### config.mk
export PLATFORM = sky130hd
export DESIGN_NAME = ram16k_stream_port
export DESIGN_NICKNAME = d
export VERILOG_FILES = /design/src/rtl/ram16k_stream_port.sv
export SDC_FILE = /design/constraint.sdc
export NUM_CORES = 1
export LEC_CHECK = 0
export ABC_CLOCK_PERIOD_IN_PS = 2800
export BUFFER_PORTS_ARGS = -buffer_cell sky130_fd_sc_hd__buf_2
export CORE_AREA = 2 2 157 82
export CTS_BUF_LIST = sky130_fd_sc_hd__clkbuf_4
export CTS_CLUSTER_SIZE = 30
export DETAILED_ROUTE_END_ITERATION = 8
export DIE_AREA = 0 0 159 84
export SYNTH_ARGS = -nofsm -noshare
export SYNTH_HDL_FRONTEND = slang
export SYNTH_SLANG_ARGS = --single-unit
### constraint.sdc
create_clock -name clk -period 2.8 [get_ports clk]
set_input_delay 0.14 -clock clk [delete_from_list [all_inputs] [get_ports clk]]
set_output_delay 0.14 -clock clk [all_outputs]
set_load 0.01 [all_outputs]
### src/rtl/ram16k_stream_port.sv
// Stream sequencer in front of RAM16K: LOAD writes a valid/ready word stream to
// consecutive addresses, DUMP reads a consecutive address range back out as a stream.
module ram16k_stream_port #(
  parameter int ADDR_W = 14,
  parameter int DATA_W = 16,
  parameter int LEN_W  = 15
) (
  input  logic              clk,
  input  logic              rst_n,
  input  logic              cmd_start,
  input  logic              cmd_mode,
  input  logic [ADDR_W-1:0] cmd_base,
  input  logic [LEN_W-1:0]  cmd_len,
  output logic              busy,
  output logic              done,
  input  logic [DATA_W-1:0] s_data,
  input  logic              s_valid,
  output logic              s_ready,
  output logic [DATA_W-1:0] m_data,
  output logic              m_valid,
  input  logic              m_ready,
  output logic [ADDR_W-1:0] ram_address,
  output logic [DATA_W-1:0] ram_in,
  output logic              ram_load,
  input  logic [DATA_W-1:0] ram_out
);

  typedef enum logic [2:0] {
    IDLE,
    LOAD,
    DUMP_RD,
    DUMP_CAP,
    DUMP_HOLD,
    DONE
  } state_t;

  state_t             state, state_d;
  logic [ADDR_W-1:0]  addr, addr_d;
  logic [LEN_W-1:0]   remaining, remaining_d;
  logic [DATA_W-1:0]  m_data_d;
  logic               m_valid_d;

  always_ff @(posedge clk) begin
    if (!rst_n) begin
      state     <= IDLE;
      addr      <= '0;
      remaining <= '0;
      m_data    <= '0;
      m_valid   <= 1'b0;
    end else begin
      state     <= state_d;
      addr      <= addr_d;
      remaining <= remaining_d;
      m_data    <= m_data_d;
      m_valid   <= m_valid_d;
    end
  end

  always_comb begin
    state_d     = state;
    addr_d      = addr;
    remaining_d = remaining;
    m_data_d    = m_data;
    m_valid_d   = m_valid;
    case (state)
      IDLE: begin
        if (cmd_start) begin
          addr_d      = cmd_base;
          remaining_d = cmd_len;
          if (cmd_len == '0)
            state_d = DONE;
          else if (cmd_mode)
            state_d = DUMP_RD;
          else
            state_d = LOAD;
        end
      end
      LOAD: begin
        if (s_valid) begin
          addr_d      = addr + ADDR_W'(1);
          remaining_d = remaining - LEN_W'(1);
          if (remaining == LEN_W'(1))
            state_d = DONE;
        end
      end
      DUMP_RD: state_d = DUMP_CAP;
      // One full cycle of stable address before capture covers registered-read RAMs too.
      DUMP_CAP: begin
        m_data_d  = ram_out;
        m_valid_d = 1'b1;
        state_d   = DUMP_HOLD;
      end
      DUMP_HOLD: begin
        if (m_valid && m_ready) begin
          m_valid_d   = 1'b0;
          addr_d      = addr + ADDR_W'(1);
          remaining_d = remaining - LEN_W'(1);
          state_d     = (remaining == LEN_W'(1)) ? DONE : DUMP_RD;
        end
      end
      DONE:    state_d = IDLE;
      default: state_d = IDLE;
    endcase
  end

  // Gating with rst_n lets a reset mid-transfer suppress the write in that same cycle.
  assign s_ready     = rst_n && (state == LOAD);
  assign ram_load    = s_valid && s_ready;
  assign ram_address = addr;
  assign ram_in      = s_data;
  assign busy        = (state != IDLE);
  assign done        = (state == DONE);

endmodule

==> flow_summary.toml <==
[global_route]
grt_first_pass_wirelength_um = 15600
grt-ovfl-total = 0
antenna_found_initial = 2
grt_pass1_vias = 2999
grt_max_degree = 33
gr-usage-all-layers = 0.146

[synthesis]
synth_area_sq_um = 2930
async_reset_ff_frac = 0
yosysWarnings = 0
yosys.area.top_type = "dfxtp_1"
synth_nets = 451
yosysMostFrequentCell = "nand2_1"
synth-main-ff-cell = "dfxtp_1"
yosysUniqueCellTypes = 60
synth.top_cells.by_count = "nand2_1, dfxtp_1, o21ai_0"
synth_top_cell_area_share = 0.334
synth_edf_count = 0
synthTopCellsByArea = "dfxtp_1, nand2_1, a21boi_0"
avgSynthCellArea_sq_um = 7.70
ys_seq_area_frac = 0.334
ys_ff_latch = 49
post_synth_inst_count = 381

[clocking]
clock_latency_ns = 0.39
post_cts.repair.setup_buffers = 0
cts_buffer_depth = 2
cts_root_buf = "clkbuf_4"
cts_made_buffers = 5
cts_tree = "yes"
clock-sinks = 49
ctsHtreeMaxLevel = 2
clkTransAtPathRegs_ns = 0.16

[power_and_ir_drop]
power_density_nw_per_um2 = 968
p_leak_nw = 1.46
ir_worst_vdd_uv = 328

[floorplanning]
die_w_um = 159
initial_core_util = 0.241
core-area_sq_um = 12200
dieArea_sq_um = 13400
io_pins = 118
fp-row-count = 29
dieHeight_um = 84

[worst_setup_path]
cp_cell_sequence = "buf_4 > or3b_2 > a31o_2 > or3_1 > a31oi_1"
max_stage_delay_ns = 0.51
cp.arrival_ns = 2.42
path_max_fanout = 25
worstSetupPathType = "reg2reg"
setup.worst_path.end_class = "register"
reg2reg_slack_ns = 0.71
path_delay_family = "simple AND/OR/NAND/NOR gates"
cp-start-kind = "register"
crit_slowest_cell = "or3b_2"
cp_num_buf_inv = 1
cp.required_ns = 3.13

[timing]
finalSetupTns_ns = 0
worst_slew_pin_slew_ns = 0.685
min_period_over_period = 0.748
period_needed_ns = 2.09
finalMaxSlewViolations = 0
rsz0062_at_grt = "no"
slew_headroom = 0.539
setup_viol = 0
finalHoldViolCount = 0
max_freq_mhz = 478
skew_ns = 0.0196

[final_layout]
nets = 531
drive_gt1_frac = 0.252
area_growth_pct = 25.4
final_cells = 633

[run]
maxCapViolCount = 0

[detailed_routing]
drc_errors = 0
antenna_left = 0
routedWlPerCell_um = 15.7
drtIter0Drc = 236
first_pass_iters = 5
wl_um = 9940
via_per_inst = 5.07
vias = 3210

[placed_design]
gp_congestion = 0.845
portBuffers = 85
placedCellCount = 607
hpwl_um = 7200

[outcome]
outcome = "complete, no violations"

[hold_path]
hold_path_class = "in2reg"
-- final timing paths --
| path | start | end | cells after the start |
|---|---|---|---|
| worst min register to register | m_data[11] | m_data[11] | 2 |
| worst min-delay path | ram_out[9] | m_data[9] | 3 |
| worst max register to register | state[0] | ram_address[0] | 5 |
| worst max-delay path | state[0] | ram_address[0] | 5 |
-- registers in the layout, indices dropped and copies added, names as in the netlist --
register     flops
ram_address     14
m_data          16
state            3
m_valid          1
remaining       15
-- area by class of cell --
class,count,area [sq um]
Clock inverter,2,35.0
Clock buffer,5,37.5
Tap cell,170,213
Antenna cell,2,5.00
Multi-Input combinational cell,283,1690
Inverter,8,30.0
Sequential cell,49,981
Timing Repair Buffer,114,686
Fill cell,1348,8510
-- stage by stage --
| stage | hold WS (ns) | setup WS (ns) | power [mW] | cell area, sq um | utilization |
|---|---|---|---|---|---|
| after global placement | 0.280 | 0.771 | 3.02 | 3430 | 0.281 |
| after floorplan | 0.285 | 1.10 | 2.47 | 2930 | - |
| after detailed placement | 0.280 | 0.732 | 3.08 | 3430 | 0.281 |
| after global routing | -0.00372 | 0.567 | 3.82 | 3680 | 0.302 |
| after CTS | 0.00170 | 0.718 | 3.54 | 3670 | 0.301 |
| final | 0.0161 | 0.707 | 3.56 | 3680 | 0.302 |
-- routing by layer --
layer  vias up  GRT usage  share of wire
met5         -          0              0
met4         0     0.0331         0.0057
met3         6     0.0417          0.078
met2       147      0.209           0.41
met1      1536      0.213           0.50
li1       1521          -              -
-- report_power, final --
| group | total (mW) | switching, mW | internal (mW) | leakage [nW] |
|---|---|---|---|---|
| combinational | 1.99 | 1.20 | 0.795 | 1.02 |
| sequential | 1.15 | 0.251 | 0.895 | 0.400 |
| clock | 0.425 | 0.243 | 0.182 | 0.0411 |
| total | 3.56 | 1.69 | 1.87 | 1.46 |
-- cells by family after synthesis --
family,Yosys count,share of synthesized area
buf+inv,49,0.0887
flops,49,0.334
simple gates,154,0.270
mux,1,0.00341
compound gates,121,0.276
xor+xnor,4,0.0145
fa+ha+maj,3,0.0128
-- cell usage in the layout, fill, tap and decap left out, types with 3 or more instances in the layout --
master	instances
ha_1	3
and2_1	5
nor3_1	13
o311ai_0	3
buf_2	85
a31oi_1	3
nand2b_1	5
nand4_1	8
a22oi_1	3
nand3b_1	3
buf_4	12
xnor2_1	3
o31ai_1	6
inv_1	8
a211oi_1	4
nor2b_1	5
nand3_1	7
a31o_2	3
nor4b_1	3
nor2_1	24
dlygate4sd3_1	17
o21ai_0	30
o21a_1	4
nor4_1	8
dfxtp_1	49
a21oi_1	22
clkbuf_4	5
nand2_1	56
a21boi_0	22
-- timing repair --
item                                    4_1_cts  5_1_grt
hold endpoints to repair                     17        0
gates resized for setup                       0        0
endpoints found under the setup margin        0        0
hold buffers                                 17        0
-- worst reg2reg max path, delay by kind of cell, from the launching register on --
kind | cells | cell delay (ns)
compound gates | 2 | 0.55
buf+inv | 1 | 0.21
flops | 1 | 0.37
simple gates | 2 | 0.92
Power figures use the tool's default switching activity.
